File: config.mk
export PLATFORM = sky130hd
export DESIGN_NAME = comma_aligner
export DESIGN_NICKNAME = d
export VERILOG_FILES = /design/src/rtl/comma_aligner.sv
export SDC_FILE = /design/constraint.sdc
export NUM_CORES = 1
export LEC_CHECK = 0
export CORE_UTILIZATION = 35
export CTS_CLUSTER_SIZE = 40
export DETAILED_ROUTE_END_ITERATION = 7
export PLACE_DENSITY = 0.61
export SLEW_MARGIN = 20
export SYNTH_ARGS = -nofsm -noshare
export SYNTH_HDL_FRONTEND = slang
export SYNTH_SLANG_ARGS = --single-unit
File: constraint.sdc
create_clock -name i_Clk -period 2.6 [get_ports i_Clk]
set_input_delay 0.65 -clock i_Clk [delete_from_list [all_inputs] [get_ports i_Clk]]
set_output_delay 0.65 -clock i_Clk [all_outputs]
set_load 0.02 [all_outputs]
File: src/rtl/comma_aligner.sv
// Receive-side symbol aligner: hunts the K28.5 comma in a serial bit stream,
// locks the 10-bit boundary to it and emits aligned symbols to the 8b/10b decoder.
//
// state   | meaning
// HUNT    | no boundary known, searching every bit position for a comma
// CHECK   | boundary tentatively set, counting consecutive aligned commas
// LOCKED  | boundary confirmed, counting consecutive misaligned commas
module comma_aligner #(
    parameter int P_LOCK_CNT = 3,
    parameter int P_LOSS_CNT = 4
) (
    input  logic       i_Clk,
    input  logic       i_Rst_n,
    input  logic       i_Bit,
    input  logic       i_Bit_Valid,
    output logic [9:0] o_Symbol,
    output logic       o_Sym_Valid,
    output logic       o_Is_Comma,
    output logic       o_Locked,
    output logic       o_Realign
);

    localparam logic [9:0] K28_5_RDN = 10'b0011111010;
    localparam logic [9:0] K28_5_RDP = 10'b1100000101;
    localparam logic [3:0] LOCK_CNT  = 4'(P_LOCK_CNT);
    localparam logic [3:0] LOSS_CNT  = 4'(P_LOSS_CNT);

    typedef enum logic [1:0] {ST_HUNT, ST_CHECK, ST_LOCKED} state_t;

    state_t     state_q, state_d;
    logic [9:0] sr_q, sr_d;
    logic [9:0] sym_q, sym_d;
    logic [3:0] fill_q, fill_d;
    logic [3:0] bit_cnt_q, bit_cnt_d;
    logic [3:0] comma_cnt_q, comma_cnt_d;
    logic [3:0] err_cnt_q, err_cnt_d;
    logic       sym_valid_q, sym_valid_d;
    logic       is_comma_q, is_comma_d;
    logic       realign_q, realign_d;

    logic [9:0] nsr;
    logic       comma;
    logic       boundary;

    function automatic logic [3:0] sat_inc(input logic [3:0] v);
        return (v == 4'hF) ? v : v + 4'd1;
    endfunction

    always_comb begin
        nsr      = {sr_q[8:0], i_Bit};
        // fill gating keeps the reset zeros from completing a false comma
        comma    = i_Bit_Valid && (fill_q >= 4'd9) &&
                   ((nsr == K28_5_RDN) || (nsr == K28_5_RDP));
        boundary = i_Bit_Valid && (bit_cnt_q == 4'd9);

        state_d     = state_q;
        sr_d        = sr_q;
        sym_d       = sym_q;
        fill_d      = fill_q;
        bit_cnt_d   = bit_cnt_q;
        comma_cnt_d = comma_cnt_q;
        err_cnt_d   = err_cnt_q;
        is_comma_d  = is_comma_q;
        sym_valid_d = 1'b0;
        realign_d   = 1'b0;

        if (i_Bit_Valid) begin
            sr_d      = nsr;
            fill_d    = (fill_q == 4'd10) ? fill_q : fill_q + 4'd1;
            bit_cnt_d = boundary ? 4'd0 : bit_cnt_q + 4'd1;

            case (state_q)
                ST_HUNT: begin
                    if (comma) begin
                        bit_cnt_d   = 4'd0;
                        sym_d       = nsr;
                        is_comma_d  = 1'b1;
                        sym_valid_d = 1'b1;
                        realign_d   = 1'b1;
                        comma_cnt_d = 4'd1;
                        state_d     = (LOCK_CNT == 4'd1) ? ST_LOCKED : ST_CHECK;
                    end
                end
                ST_CHECK: begin
                    if (boundary) begin
                        sym_d       = nsr;
                        is_comma_d  = comma;
                        sym_valid_d = 1'b1;
                        if (comma) begin
                            comma_cnt_d = sat_inc(comma_cnt_q);
                            if (sat_inc(comma_cnt_q) >= LOCK_CNT) state_d = ST_LOCKED;
                        end else begin
                            comma_cnt_d = 4'd0;
                            state_d     = ST_HUNT;
                        end
                    end else if (comma) begin
                        bit_cnt_d   = 4'd0;
                        sym_d       = nsr;
                        is_comma_d  = 1'b1;
                        sym_valid_d = 1'b1;
                        realign_d   = 1'b1;
                        comma_cnt_d = 4'd1;
                    end
                end
                ST_LOCKED: begin
                    if (boundary) begin
                        sym_d       = nsr;
                        is_comma_d  = comma;
                        sym_valid_d = 1'b1;
                    end
                    // a misaligned comma is only counted; the boundary stays put
                    if (comma && boundary) begin
                        err_cnt_d = 4'd0;
                    end else if (comma) begin
                        err_cnt_d = sat_inc(err_cnt_q);
                        if (sat_inc(err_cnt_q) >= LOSS_CNT) begin
                            err_cnt_d   = 4'd0;
                            comma_cnt_d = 4'd0;
                            state_d     = ST_HUNT;
                        end
                    end
                end
                default: state_d = ST_HUNT;
            endcase
        end
    end

    always_ff @(posedge i_Clk or negedge i_Rst_n) begin
        if (!i_Rst_n) begin
            state_q     <= ST_HUNT;
            sr_q        <= '0;
            sym_q       <= '0;
            fill_q      <= '0;
            bit_cnt_q   <= '0;
            comma_cnt_q <= '0;
            err_cnt_q   <= '0;
            sym_valid_q <= 1'b0;
            is_comma_q  <= 1'b0;
            realign_q   <= 1'b0;
        end else begin
            state_q     <= state_d;
            sr_q        <= sr_d;
            sym_q       <= sym_d;
            fill_q      <= fill_d;
            bit_cnt_q   <= bit_cnt_d;
            comma_cnt_q <= comma_cnt_d;
            err_cnt_q   <= err_cnt_d;
            sym_valid_q <= sym_valid_d;
            is_comma_q  <= is_comma_d;
            realign_q   <= realign_d;
        end
    end

    assign o_Symbol    = sym_q;
    assign o_Sym_Valid = sym_valid_q;
    assign o_Is_Comma  = is_comma_q;
    assign o_Realign   = realign_q;
    assign o_Locked    = (state_q == ST_LOCKED);

endmodule

==> reports/results.ini, run 1 <==
[pwr]
comb_power_share=0.306
p_int_mw=1.34
clkPwrFrac=0.255
sequentialPowerShare=0.439
powerDensity_nw_per_um2=821
p_sw_frac=0.350
p_leak_nw=1.12
power.switching_uw=722
vdd_drop_max_v=0.000313
power.total_mw=2.06

[logic_synthesis]
synth.avg_cell_area_sq_um=10.7
synth_flop_cell=dfrtp_1
muxShareOfSynthArea=0.0602
synth_xor_area_frac=0.0172
yosys_warnings=0
synth_fp_nets=206
syn_inst=190
synth-edff-count=0
synth-simple-area-share=0.160
synth_fa_ha_area_frac=0.0738
synth_top_family_by_area=compound AO/OA/AOI/OAI gates
netlist-cell-type-count=38
synth_compound_area_frac=0.173
ys_seq_area_frac=0.492
syn_area_sq_um=2040
synthArstFlopShare=1.00
synth-seq-cells=40

[timing]
drv_slew=0
period_minus_slack_ns=2.45
hold_viol=0
rsz0062_at_grt=no
fin_skew_ns=0.00696
fmax_ghz=0.408
layout_setup_ws_ns=0.151
tightest_slew_ns=0.381
setup_viol=0
fin_crit_sh=0.942
hold_ws_ns=0.146
final.setup.tns_ns=0
relSlewSlack=0.746

[cells_and_area]
num_antenna_cells=0
post-route-util=0.453
design_area_sq_um=2510
finalNetCount=242
final_cells=299
drive_gt1_frac=0.189
area_growth_pct=23.2

[place]
dp_cells=289
portBuffers=17
dp_hpwl_microns=2760
dp_slack_ns=-0.233
placed_area_sq_um=2370
gp_congestion=0.891

[drt]
vias=1492
final_antenna_net_count=0
drc=0
vias_per_cell=4.99
wl_per_cell_microns=12.6
wirelength_microns=3770
drtIter0Drc=77
firstDrtPassIters=4

[grt]
antenna_found_initial=0
grt_max_degree=22
grt_overflow=0
groute.usage.overall=0.146
grt_pass1_vias=1389
grt_pass1_wl_microns=6820

[worst_setup_path]
worst-path-buf-inv=2
arrival_ns=1.80
required_ns=1.95
cp-end-kind=primary output
max_stage_delay_ns=0.67
r2r-start=sr_q[1]$_DFFE_PN0P_
worst-setup-path-type=flop to primary output
cp_slowest_cell=clkdlybuf4s50_1
reg2reg_to=state_q[0]$_DFFE_PN0P_
crit_path_cell_trace=inv_1 > ha_1 > clkdlybuf4s50_1
critPathMaxFanout=9
crit_family=buffers and inverters
worstSetupStartpointType=flop
r2r_cells=6
reg2reg_slack_ns=0.32

[clock_tree]
clock_sinks=40
cts_made_buffers=5
cts_buffer_depth=2
tritoncts=yes
clk_latency_ns=0.30
ctsHoldBuffers=0
clockRootBuffer=clkbuf_8
clk_pin_slew_ns=0.08
h-tree-depth=2

[floorplanning]
start_util=0.367
die_y_microns=78.3
io_pins=18
dieWidth_microns=78.3
dieArea_sq_um=6130
core_area_sq_um=5540
row_count=27

[outcome]
status=complete, no violations

[worst_hold_path]
hold_class=primary input to async pin

[flow_run]
maxCapViolCount=0

==> placed cells by master, fill, tap and decap left out, types with 10 or more instances in the layout <==
master	n
ha_1	12
clkdlybuf4s50_1	15
mux2_2	10
a21oi_1	11
nor2_1	10
buf_4	15
a22o_1	11
dfrtp_1	40
nand2_1	22
==> Yosys cell counts, types with 2 or more instances <==
library cell	number	area (sq um)
a21oi_1	11	55.1
a21oi_2	4	35.0
a22o_1	11	96.3
a31oi_1	2	12.5
and2_1	3	18.8
and3_1	3	18.8
dfrtp_1	40	1000
ha_1	12	150
inv_1	9	33.8
mux2_2	10	113
nand2_1	22	82.6
nand2b_1	4	25.0
nand3_1	7	35.0
nand3b_1	2	15.0
nand4_1	5	31.3
nand4b_1	2	17.5
nor2_1	10	37.5
o21a_1	2	15.0
o21ai_0	9	45.0
o21ai_1	2	10.0
xnor2_1	2	17.5
xor2_1	2	17.5
==> worst max path at each step <==
stage	from	cells after the start	slack, ns	end
3_3_place_gp	i_Bit	7	-0.19	comma_cnt_q[3]$_DFFE_PN0P_
5_1_grt	state_q[0]$_DFFE_PN0P_	3	0.06	o_Locked
4_1_cts	i_Bit	7	0.05	state_q[0]$_DFFE_PN0P_
3_5_place_dp	i_Bit	7	-0.23	comma_cnt_q[3]$_DFFE_PN0P_
6_report	state_q[0]$_DFFE_PN0P_	3	0.15	o_Locked
2_1_floorplan	i_Bit	6	0.34	state_q[0]$_DFFE_PN0P_
==> power by group through the flow <==
stage | Combinational [mW] | Sequential [mW] | Clock [mW]
floorplan | 0.435 | 0.910 | 0
global placement | 0.624 | 0.914 | 0
detailed placement | 0.628 | 0.917 | 0
CTS | 0.631 | 0.904 | 0.542
global route | 0.719 | 0.932 | 0.571
finish | 0.631 | 0.904 | 0.524
==> layout make-up <==
cell class | instances | area (sq um)
multi-input cells | 138 | 987
flip-flops and latches | 40 | 1000
fillers | 546 | 3030
clock buffers | 5 | 68.8
inverters | 9 | 33.8
clock inverters | 3 | 47.5
repair buffers | 32 | 280
well taps | 72 | 90.1
==> cells by family (layout without fill, tap and decap cells) <==
kind of cell | Yosys count | after routing
adders and majority gates | 12 | 12
and+or+nand+nor | 63 | 63
DFF | 40 | 40
xor gates and xnor gates | 4 | 4
AOI/OAI and AO/OA | 48 | 48
buffers and inverters | 12 | 49
muxes | 11 | 11
==> layer usage <==
| metal | global-route usage | routed length [microns] |
|---|---|---|
| met5 | 0 | 0 |
| met4 | 0.0667 | 86 |
| met3 | 0.0349 | 100 |
| met2 | 0.211 | 1630 |
| met1 | 0.206 | 1950 |
==> sequential cells by signal (all words and copies together), names as in the netlist <==
| register | flops |
|---|---|
| o_Symbol | 10 |
| sr_q | 9 |
| bit_cnt_q | 4 |
| comma_cnt_q | 4 |
| err_cnt_q | 4 |
| fill_q | 4 |
| state_q | 2 |
| o_Is_Comma | 1 |
| o_Realign | 1 |
| o_Sym_Valid | 1 |
==> worst register-to-register path, delay by kind of cell (launching register included) <==
family,cells,cell delay (ns)
AOI/OAI and AO/OA,3,0.86
DFF,1,0.41
muxes,1,0.23
and+or+nand+nor,2,0.70
==> what timing repair did <==
item                       4_1_cts  5_1_grt
setup endpoints to repair        0        3
gates resized for setup          0        2
buffers inserted                 0        2
Power figures use the tool's default switching activity.
==> inputs of run 2 (changes only) <==
- CAP_MARGIN: not set -> 20
==> results of run 2 <==
Final layout, timing and power as in run 1 (identical DEF).
